`src/rtl/clock_time_ctrl.sv`:
```
`timescale 1ns/1ps
// ---------------------------------------------------------------------------
// clock_time_ctrl
//
// Time-of-day controller for the clock display path. Keeps hours, minutes
// and seconds as BCD counters advanced by the rising edges of a 1 Hz
// square wave. A four-state mode machine, stepped by the key_mode pulse,
// freezes the timebase and lets key_inc adjust one field at a time.
//
// Ports:
//   clk         system clock
//   rst_n       asynchronous active-low reset
//   sec_in      1 Hz square wave, synchronous to clk
//   key_mode    debounced one-cycle pulse, advances the mode
//   key_inc     debounced one-cycle pulse, adjusts the selected field
//   hour_bcd    hours   (BCD, [7:4] tens, [3:0] units)
//   min_bcd     minutes (BCD)
//   sec_bcd     seconds (BCD)
//   set_mode    0 = RUN, 1 = SET_HR, 2 = SET_MIN, 3 = SET_SEC
//   sec_strobe  one-cycle pulse after the time advanced in RUN
//   day_pulse   one-cycle pulse after the wrap HOUR_MAX:59:59 -> 00:00:00
// ---------------------------------------------------------------------------
module clock_time_ctrl #(
    parameter logic [7:0] HOUR_MAX   = 8'h23,
    parameter logic [7:0] RESET_HOUR = 8'h12,
    parameter logic [7:0] RESET_MIN  = 8'h00
) (
    input  logic       clk,
    input  logic       rst_n,
    input  logic       sec_in,
    input  logic       key_mode,
    input  logic       key_inc,
    output logic [7:0] hour_bcd,
    output logic [7:0] min_bcd,
    output logic [7:0] sec_bcd,
    output logic [1:0] set_mode,
    output logic       sec_strobe,
    output logic       day_pulse
);

    typedef enum logic [1:0] {
        RUN     = 2'd0,
        SET_HR  = 2'd1,
        SET_MIN = 2'd2,
        SET_SEC = 2'd3
    } mode_t;

    mode_t      state;
    logic       sec_d;
    logic       tick;
    logic [8:0] sec_next;
    logic [8:0] min_next;
    logic [8:0] hour_next;

    // BCD increment with wrap. Bit 8 of the result is the wrap/carry flag,
    // bits 7:0 the new BCD value (00 on wrap).
    function automatic logic [8:0] bcd_inc(input logic [7:0] value,
                                           input logic [7:0] last);
        logic [8:0] result;
        if (value == last)
            result = 9'h100;
        else if (value[3:0] == 4'd9)
            result = {1'b0, value[7:4] + 4'd1, 4'd0};
        else
            result = {1'b0, value[7:4], value[3:0] + 4'd1};
        return result;
    endfunction

    // sec_d resets high so a timebase already high at reset release does
    // not count as a second.
    assign tick      = sec_in & ~sec_d;
    assign sec_next  = bcd_inc(sec_bcd, 8'h59);
    assign min_next  = bcd_inc(min_bcd, 8'h59);
    assign hour_next = bcd_inc(hour_bcd, HOUR_MAX);
    assign set_mode  = state;

    // Mode machine and time counters. In RUN a tick ripples the full
    // sec -> min -> hour carry in one clock and is applied before any
    // coincident key_mode takes effect. In the SET states the timebase is
    // ignored and key_mode always wins over key_inc.
    always_ff @(posedge clk or negedge rst_n) begin
        if (!rst_n) begin
            state      <= RUN;
            sec_d      <= 1'b1;
            hour_bcd   <= RESET_HOUR;
            min_bcd    <= RESET_MIN;
            sec_bcd    <= 8'h00;
            sec_strobe <= 1'b0;
            day_pulse  <= 1'b0;
        end else begin
            sec_d      <= sec_in;
            sec_strobe <= 1'b0;
            day_pulse  <= 1'b0;
            case (state)
                RUN: begin
                    if (tick) begin
                        sec_strobe <= 1'b1;
                        sec_bcd    <= sec_next[7:0];
                        if (sec_next[8]) begin
                            min_bcd <= min_next[7:0];
                            if (min_next[8]) begin
                                hour_bcd  <= hour_next[7:0];
                                day_pulse <= hour_next[8];
                            end
                        end
                    end
                    if (key_mode)
                        state <= SET_HR;
                end
                SET_HR: begin
                    if (key_mode)
                        state <= SET_MIN;
                    else if (key_inc)
                        hour_bcd <= hour_next[7:0];
                end
                SET_MIN: begin
                    if (key_mode)
                        state <= SET_SEC;
                    else if (key_inc)
                        min_bcd <= min_next[7:0];
                end
                SET_SEC: begin
                    if (key_mode)
                        state <= RUN;
                    else if (key_inc)
                        sec_bcd <= 8'h00;
                end
            endcase
        end
    end

endmodule

```
`config.mk`:
```
export PLATFORM = sky130hd
export DESIGN_NAME = clock_time_ctrl
export DESIGN_NICKNAME = d
export VERILOG_FILES = /design/src/rtl/clock_time_ctrl.sv
export SDC_FILE = /design/constraint.sdc
export NUM_CORES = 1
export LEC_CHECK = 0
export BUFFER_PORTS_ARGS = -buffer_cell sky130_fd_sc_hd__buf_2
export CORE_AREA = 2 2 70 72
export DETAILED_ROUTE_END_ITERATION = 16
export DIE_AREA = 0 0 72 74
export RECOVER_POWER = 50
export SETUP_SLACK_MARGIN = 0.2
export SLEW_MARGIN = 20
export SYNTH_ARGS = -nofsm -noshare
export SYNTH_HDL_FRONTEND = slang
export SYNTH_SLANG_ARGS = --single-unit
```
`constraint.sdc`:
```
create_clock -name clk -period 2.27 [get_ports clk]
set_input_delay 0.3405 -clock clk [delete_from_list [all_inputs] [get_ports clk]]
set_output_delay 0.3405 -clock clk [all_outputs]
set_load 0.05 [all_outputs]
```
==> results of run 1 <==
-- registers in the layout (all words and copies together), names as in the netlist --
name,flops
sec_d,1
day_pulse,1
set_mode,2
sec_bcd,8
hour_bcd,8
min_bcd,8
sec_strobe,1
-- routing by layer --
metal,routed length [µm],vias up,global-route usage,part of all wire
li1,-,729,-,-
met1,1802,691,0.1998,0.49
met2,1612,37,0.2263,0.44
met3,173,8,0.04336,0.047
met4,95,0,0.08386,0.026
met5,0,-,0,0
-- kinds of logic (layout without fill, tap and decap cells) --
logic type	count (synthesis)	in the layout	synth area share
AND/OR/NAND/NOR	69	69	0.2260
adder cells (fa/ha/maj)	16	16	0.1116
AO/OA/AOI/OAI	41	41	0.1743
flip-flops	29	29	0.4066
multiplexers	9	9	0.05578
buffers and inverters	11	54	0.02580
-- cells in the mapped netlist, drive strengths merged (2+ instances only) --
master   count  area share
o2bb2ai      4       0.020
nand3       11       0.033
a21oi        3      0.0084
nor2b        2      0.0070
mux2         8       0.050
a31oi        2      0.0070
nor2        17       0.036
and3b        3       0.015
nor3         2      0.0056
dfstp        3       0.044
o31ai        5       0.024
nand3b       9       0.052
nor4         2      0.0070
a22o         4       0.020
and2         3       0.010
o21ai       12       0.033
a22oi        2      0.0084
buf          2      0.0070
dfrtp       26        0.36
nand2        7       0.015
and3         3       0.010
nand2b       6       0.021
ha          16        0.11
inv          9       0.019
-- layout by cell type, fill, tap and decap left out, drive strengths merged, types with 2 or more instances in the layout --
cell type	count
nor2b	2
nor4	2
a31oi	2
a22oi	2
ha	16
buf	24
dfrtp	26
o2bb2ai	4
nand3b	9
nand2b	6
and3b	3
nor3	2
nor2	17
o31ai	5
and3	3
nand3	11
mux2	8
a22o	4
o21ai	12
and2	3
clkbuf	21
inv	9
dfstp	3
a21oi	3
nand2	7
-- area by class of cell --
type	instances	area (µm²)	area share
clock buffer	8	90.09	0.04155
multi-input combinational	135	1054	0.4859
sequential	29	742.0	0.3422
inverter	9	33.78	0.01558
timing repair buffer	37	181.4	0.08367
tap	54	67.56	0.03116
-- what timing repair did --
item                                    in CTS  in global routing
endpoints found under the setup margin       0                  4
gates resized for setup                      0                  4
buffers inserted                             0                  1
-- how the worst max path moves through the flow --
stage	from	end	slack, ns	depth (start not counted)
4_1_cts	sec_bcd[5]$_DFFE_PN0P_	hour_bcd[0]$_DFFE_PN0P_	0.22	6
2_1_floorplan	sec_bcd[5]$_DFFE_PN0P_	hour_bcd[0]$_DFFE_PN0P_	0.21	7
5_1_grt	set_mode[0]$_DFFE_PN0P_	min_bcd[7]$_DFFE_PN0P_	0.17	6
3_5_place_dp	sec_bcd[5]$_DFFE_PN0P_	hour_bcd[0]$_DFFE_PN0P_	0.23	6
6_report	min_bcd[1]$_DFFE_PN0P_	hour_bcd[0]$_DFFE_PN0P_	0.31	6
3_3_place_gp	sec_bcd[5]$_DFFE_PN0P_	hour_bcd[0]$_DFFE_PN0P_	0.28	6
-- per-stage QoR --
stage | hold WS [ns] | util
2_1_floorplan | 0.04491 | -
3_3_place_gp | 0.4227 | 0.4528
3_5_place_dp | 0.4130 | 0.4528
4_1_cts | 0.1099 | 0.4724
5_1_grt | 0.1499 | 0.4716
6_report | 0.1651 | 0.4716
-- report_power, final --
group / internal (W) / leakage [nW] / switching [W]
Sequential: 0.000709 / 0.354 / 0.000231
Clock: 0.000247 / 0.0455 / 0.000193
Combinational: 0.000619 / 0.607 / 0.00123
==> impl_metrics.csv, run 1 <==
group,metric,value,unit
sta,worst_pin_slew,1.539,ns
sta,final_hold_viol_count,0,
worst_setup_path,crit_path_cell_trace,"inv_1 > ha_2 > nand3b_1 > o41ai_4 > and2_4 > mux2_1",
floorplanning,die_y,74,µm
route,drc,0,
worst_setup_path,critPathBufInv,1,
layout,drive_gt1_frac,0.2752,
layout,final.fill_count,462,
route,wire_per_inst,13.55,µm
route,route.vias.total,1465,
status,status,"finished, violations left",
power,powerDensity,1491,nW/µm²
sta,finalSetupViolCount,0,
floorplanning,design.die.area,5328,µm²
floorplanning,ioPinCount,33,
worst_setup_path,slowest_stage,"o41ai_4",
place,post-place-ws,0.2297,ns
clock_tree,clk_pin_slew,0.06,ns
status,violations,"max-capacitance violations, max-slew violations",
yosys,synth_edf_count,0,
clock_tree,cts_root_buffer,"clkbuf_8",
clock_tree,clk_latency,0.28,ns
yosys,syn_nets,196,
layout,area_growth,20.85,%
yosys,async_flop_share,1.000,
worst_setup_path,critPathTopFamily,"compound AO/OA/AOI/OAI gates",
worst_setup_path,worstPathMaxFanout,5,
sta,slew_violations,30,
worst_setup_path,r2r-end,"hour_bcd[0]$_DFFE_PN0P_",
global_route,grtUsageTotal,0.1518,
layout,fin_cells,272,
sta,worst_slack,0.3063,ns
sta,period_minus_slack,1.964,ns
worst_hold_path,hold_end,"sec_d$_DFF_PN1_",
worst_setup_path,endpoint_kind,"flop",
clock_tree,h-tree-depth,2,
worst_setup_path,cp.required,2.43,ns
layout,final_nets,238,
clock_tree,cts_buffers,5,
place,portBuffers,32,
place,gp_congestion,0.8000,
power,ir_drop,0.7566,mV
worst_setup_path,crit_path_start_kind,"flop",
yosys,ys_types,43,
worst_setup_path,reg2reg_from,"min_bcd[1]$_DFFE_PN0P_",
yosys,syn_inst,175,
yosys,synth_flop_cell,"dfrtp_1",
place,dp_hpwl,2.730,mm
worst_hold_path,hold_path_depth,1,
worst_setup_path,slowest_delay,0.44,ns
layout,insertedDiodeCount,0,
route,antenna_left,0,
worst_setup_path,r2r_cells,6,
floorplanning,coreArea,4598,µm²
power,leakagePower,1.006,nW
worst_setup_path,crit_arrival,2.12,ns
global_route,grt_start_max_net_pins,30,
flow_run,maxCapViolCount,1,
sta,maxSlewHeadroom,-0.02603,
clock_tree,hold_buffers,0,
sta,max_clock_freq,509.2,MHz
route,wirelength,3.685,mm
clock_tree,clk_path_buf_depth,2,
yosys,seq_area_frac_synth,0.4066,
global_route,grt_pass1_vias,1319,
floorplanning,die_w,72,µm
route,vias_per_cell,5.386,
place,place_area,2082,µm²
place,place_inst,263,
sta,fin_skew,0.005137,ns
sta,finalCritPeriodShare,0.8651,
yosys,syn_avg_cell_area,10.25,µm²
sta,fin_tns_setup,0,ns
yosys,ys_ff_latch,29,
route,drtPass1Iterations,4,
worst_hold_path,hold_path.class,"input port to flop",
global_route,gr-total-overflow,0,
worst_setup_path,r2r_slack,0.31,ns
yosys,netlist_area,1794,µm²
sta,rsz0062_at_grt,"yes",
yosys,ys_warn_count,0,
global_route,antenna_found_initial,0,
global_route,grt_pass1_wl,6.168,mm
layout,fin_area,2168,µm²
worst_hold_path,holdCritStartpoint,"sec_in",
floorplanning,core.rowCount,25,
clock_tree,cts.sinks,29,
worst_setup_path,worstSetupPathType,"flop to flop",
floorplanning,initial_core_util,0.3902,
route,drt_iter0_markers,43,
power,p_total,0.003232,W
clock_tree,cts_tree,"built",
Power figures use the tool's default switching activity.
==> run 2: changes to the inputs <==
--- a/config.mk
+++ b/config.mk
@@ -6,9 +6,10 @@
 export NUM_CORES = 1
 export LEC_CHECK = 0
 export BUFFER_PORTS_ARGS = -buffer_cell sky130_fd_sc_hd__buf_2
-export CORE_AREA = 2 2 70 72
+export CORE_AREA = 2 2 78 65
+export CTS_CLUSTER_SIZE = 20
 export DETAILED_ROUTE_END_ITERATION = 16
-export DIE_AREA = 0 0 72 74
+export DIE_AREA = 0 0 80 67
 export RECOVER_POWER = 50
 export SETUP_SLACK_MARGIN = 0.2
 export SLEW_MARGIN = 20
==> impl_metrics.csv, run 2 (same netlist as run 1, synthesis figures left out) <==
group,metric,value,unit
clock_tree,cts.sinks,29,
clock_tree,clk_latency,0.28,ns
place,place_area,2082,µm²
sta,worst_pin_slew,1.623,ns
route,wirelength,3.721,mm
global_route,grt_pass1_wl,6.458,mm
place,gp_congestion,0.7924,
floorplanning,coreArea,4514,µm²
route,drtPass1Iterations,4,
worst_setup_path,worstPathMaxFanout,6,
floorplanning,ioPinCount,33,
route,drc,0,
floorplanning,design.die.area,5360,µm²
worst_hold_path,hold_path.class,"input port to flop",
layout,reg_top3,"hour_bcd (8), min_bcd (8), sec_bcd (8)",
layout,insertedDiodeCount,0,
layout,fin_area,2222,µm²
clock_tree,cts_root_buffer,"clkbuf_8",
clock_tree,hold_buffers,0,
power,powerDensity,1490,nW/µm²
power,leakagePower,1.024,nW
global_route,antenna_found_initial,0,
global_route,grtUsageTotal,0.1582,
worst_setup_path,endpoint_kind,"flop",
power,ir_drop,0.9578,mV
route,antenna_left,0,
clock_tree,clk_path_buf_depth,2,
sta,period_minus_slack,2.021,ns
sta,finalSetupViolCount,0,
worst_setup_path,crit_arrival,2.18,ns
route,vias_per_cell,5.291,
flow_run,maxCapViolCount,1,
sta,max_clock_freq,494.8,MHz
worst_setup_path,crit_path_start_kind,"flop",
global_route,gr-total-overflow,0,
floorplanning,die_y,67,µm
route,wire_per_inst,13.20,µm
sta,worst_slack,0.2491,ns
layout,area_growth,23.85,%
global_route,grt_pass1_vias,1333,
layout,drive_gt1_frac,0.2883,
sta,maxSlewHeadroom,-0.08215,
sta,final_hold_viol_count,0,
route,route.vias.total,1492,
floorplanning,core.rowCount,22,
floorplanning,die_w,80,µm
clock_tree,h-tree-depth,2,
sta,rsz0062_at_grt,"yes",
sta,fin_skew,0.005453,ns
layout,final_cell_mix,"17 x nor2_1, 17 x clkbuf_1, 17 x buf_2, 16 x dfrtp_1, 13 x ha_1",
status,violations,"max-capacitance violations, max-slew violations",
sta,slew_violations,30,
worst_setup_path,cp.required,2.43,ns
worst_setup_path,worstSetupPathType,"flop to flop",
route,drt_iter0_markers,39,
floorplanning,initial_core_util,0.3975,
place,post-place-ws,0.2332,ns
clock_tree,clk_pin_slew,0.06,ns
clock_tree,cts_buffers,5,
layout,final_nets,242,
sta,fin_tns_setup,0,ns
place,dp_hpwl,2.738,mm
global_route,grt_start_max_net_pins,30,
sta,finalCritPeriodShare,0.8903,
status,status,"finished, violations left",
clock_tree,cts_tree,"built",
place,portBuffers,32,
==> run 2: where the power goes <==
part / total, W / internal [W] / leakage, nW / switching (W)
combinational: 0.00193 / 0.000676 / 0.624 / 0.00126
clock: 0.000437 / 0.000247 / 0.0455 / 0.000190
sequential: 0.000941 / 0.000709 / 0.354 / 0.000232
==> run 2: final timing paths <==
path | from | slack [ns] | to | cells past startpoint
setup / recovery | min_bcd[1]$_DFFE_PN0P_ | 0.25 | hour_bcd[2]$_DFFE_PN0P_ | 6
hold / removal | sec_in | 0.17 | sec_d$_DFF_PN1_ | 1
setup reg to reg | min_bcd[1]$_DFFE_PN0P_ | 0.25 | hour_bcd[2]$_DFFE_PN0P_ | 6
hold reg to reg | hour_bcd[3]$_DFFE_PN0P_ | 0.56 | hour_bcd[3]$_DFFE_PN0P_ | 1
max in group asynchronous | rst_n | 0.74 | sec_bcd[4]$_DFFE_PN0P_ | 1
min in group asynchronous | rst_n | 0.47 | set_mode[0]$_DFFE_PN0P_ | 1
==> run 2: repair_timing <==
action	4_1_cts	5_1_grt
setup buffers	0	6
setup endpoints to repair	0	4
gates resized for setup	0	7
==> run 2: layout make-up <==
class                           count  area (µm²)
Clock buffer                        8       90.09
Tap cell                           60       75.07
Inverter                            9       33.78
Fill cell                         451        2292
Multi-Input combinational cell    135        1072
Timing Repair Buffer               41       209.0
Sequential cell                    29       742.0
==> run 2: worst max-delay path: stages (launching register included) <==
cell      delay (ns)
dfrtp_2         0.42
inv_2           0.07
ha_4            0.13
nand3b_1        0.20
o41ai_4         0.52
and3_4          0.28
mux2_4          0.29
==> run 2: metrics by stage <==
stage	hold WS (ns)	util	cells	total power [W]
floorplan	0.04491	-	175	0.002344
global placement	0.4239	0.4612	268	0.002779
detailed placement	0.4256	0.4612	268	0.002796
CTS	0.1082	0.4812	276	0.003247
global route	0.1631	0.4922	282	0.003597
finish	0.1713	0.4922	282	0.003311
==> run 2: routing by layer <==
metal / part of all wire / vias up / track usage
met5: 0 / - / 0
met4: 0.017 / 0 / 0.07627
met3: 0.045 / 8 / 0.04472
met2: 0.42 / 33 / 0.2208
met1: 0.52 / 713 / 0.2225
li1: - / 738 / -
==> run 3: changes to the inputs <==
==> constraint.sdc (replaced) <==
create_clock -name clk -period 1.65 [get_ports clk]
set_input_delay 0.2475 -clock clk [delete_from_list [all_inputs] [get_ports clk]]
set_output_delay 0.2475 -clock clk [all_outputs]
set_load 0.05 [all_outputs]
==> impl_metrics.csv, run 3 (same netlist as run 1, synthesis figures left out) <==
group,metric,value,unit
layout,final_nets,285,
worst_setup_path,worstPathMaxFanout,4,
sta,worst_slack,-0.1834,ns
worst_setup_path,crit_start,"min_bcd[5]$_DFFE_PN0P_",
power,ir_drop,1.345,mV
sta,slew_violations,30,
worst_setup_path,cp.required,1.82,ns
place,dp_hpwl,3.553,mm
worst_setup_path,r2r_cells,6,
clock_tree,h-tree-depth,2,
sta,fin_skew,0.004073,ns
clock_tree,cts_buffers,5,
route,wire_per_inst,15.61,µm
floorplanning,ioPinCount,33,
clock_tree,clk_pin_slew,0.06,ns
layout,fin_cells,325,
flow_run,maxCapViolCount,1,
floorplanning,die_y,67,µm
clock_tree,hold_buffers,0,
place,portBuffers,32,
worst_setup_path,reg2reg_from,"min_bcd[5]$_DFFE_PN0P_",
place,place_area,2449,µm²
place,gp_congestion,0.8609,
global_route,gr-total-overflow,0,
global_route,grt_pass1_vias,1791,
layout,final.fill_count,367,
clock_tree,cts_root_buffer,"clkbuf_8",
sta,maxSlewHeadroom,-0.1109,
global_route,top_usage_layer,"met2",
global_route,grt_start_max_net_pins,30,
sta,finalSetupViolCount,19,
layout,insertedDiodeCount,0,
sta,period_minus_slack,1.833,ns
power,leakagePower,1.355,nW
floorplanning,coreArea,4514,µm²
status,violations,"max-capacitance violations, max-slew violations, negative setup slack",
worst_setup_path,crit_arrival,2.01,ns
layout,reg_top3,"hour_bcd (8), min_bcd (8), sec_bcd (8)",
worst_hold_path,hold_path.class,"input port to flop",
sta,finalCritPeriodShare,1.111,
layout,final_cell_mix,"43 x buf_4, 26 x buf_2, 14 x nor2_1, 14 x dfrtp_2, 12 x dfrtp_1",
global_route,grt_use_met3,0.04065,
floorplanning,design.die.area,5360,µm²
global_route,grtUsageTotal,0.2001,
sta,max_clock_freq,545.4,MHz
route,antenna_left,0,
sta,worst_pin_slew,1.666,ns
sta,final_hold_viol_count,0,
worst_hold_path,hold_path_depth,1,
clock_tree,clk_path_buf_depth,2,
layout,area_growth,63.81,%
place,place_inst,305,
sta,rsz0062_at_grt,"yes",
worst_setup_path,worstSetupPathType,"flop to flop",
worst_hold_path,holdCritStartpoint,"sec_in",
layout,drive_gt1_frac,0.6415,
floorplanning,core.rowCount,22,
route,drt_iter0_markers,35,
floorplanning,initial_core_util,0.3975,
route,drtPass1Iterations,4,
route,route.vias.total,1708,
layout,layout_commonest_cell,"buf_4",
global_route,grt_pass1_wl,8.176,mm
clock_tree,clk_latency,0.29,ns
floorplanning,die_w,80,µm
route,drc,0,
global_route,met2_usage,0.3552,
worst_setup_path,endpoint_kind,"flop",
layout,fin_area,2939,µm²
route,wirelength,5.074,mm
status,status,"finished, violations left",
route,vias_per_cell,5.255,
clock_tree,cts.sinks,29,
power,powerDensity,2145,nW/µm²
global_route,grt_use_met1,0.2347,
clock_tree,cts_tree,"built",
global_route,antenna_found_initial,0,
worst_setup_path,crit_path_start_kind,"flop",
run 3: metrics by stage:
step / hold WS, ns / utilization / TNS, ns / setup WS (ns) / power, W
detailed placement: 0.3317 / 0.5424 / -1.764 / -0.1861 / 0.004701
floorplan: -0.04809 / - / -2.728 / -0.3655 / 0.003507
CTS: 0.01475 / 0.6159 / -1.493 / -0.1716 / 0.005875
global route: 0.07022 / 0.6511 / -6.202 / -0.2590 / 0.006693
finish: 0.06884 / 0.6511 / -1.969 / -0.1834 / 0.006305
global placement: 0.3244 / 0.5424 / -1.144 / -0.1571 / 0.004575
run 3: path summary, 6_finish.rpt:
| kind | endpoint | slack [ns] |
|---|---|---|
| min | sec_d$_DFF_PN1_ | 0.07 |
| max | hour_bcd[0]$_DFFE_PN0P_ | -0.18 |
| min reg2reg | hour_bcd[3]$_DFFE_PN0P_ | 0.54 |
| max in group asynchronous | sec_bcd[5]$_DFFE_PN0P_ | 0.18 |
| min in group asynchronous | set_mode[1]$_DFFE_PN0P_ | 0.38 |
| max reg2reg | hour_bcd[0]$_DFFE_PN0P_ | -0.18 |
run 3: repair_timing:
item                                   in CTS  in global routing
setup endpoints to repair                  27                 27
endpoints found under the hold margin       0                  0
gates resized for setup                    43                 26
pin swaps                                  21                 15
setup buffers                               7                  5
run 3: cell type report:
| cell class | count | area, µm² | area share |
|---|---|---|---|
| clock buffer | 7 | 96.34 | 0.03278 |
| clock inverter | 1 | 5.005 | 0.001703 |
| inverter | 9 | 36.28 | 0.01235 |
| multi-input combinational | 135 | 1388 | 0.4721 |
| sequential | 29 | 747.0 | 0.2542 |
| tap | 60 | 75.07 | 0.02554 |
| timing repair buffer | 84 | 591.8 | 0.2014 |
run 3: worst max-delay path, cell delays in order (launching register included):
cell and delay, ns:
dfrtp_2 0.40, inv_1 0.06, ha_2 0.18, nand3b_1 0.14, o41ai_4 0.40, and2_4 0.24
mux2_4 0.30
run 3: power by group:
group	internal [W]	switching, W	total (W)	leakage, nW
clock	0.000376	0.000291	0.000667	0.0542
combinational	0.00190	0.00256	0.00445	0.950
sequential	0.000980	0.000204	0.00118	0.350
total	0.00325	0.00305	0.00630	1.35
run 3: routing by layer:
layer,wire length [µm],share of wire,up-vias
li1,-,-,829
met1,2275,0.45,842
met2,2568,0.51,28
met3,161,0.032,9
met4,69,0.014,0
met5,0,0,-
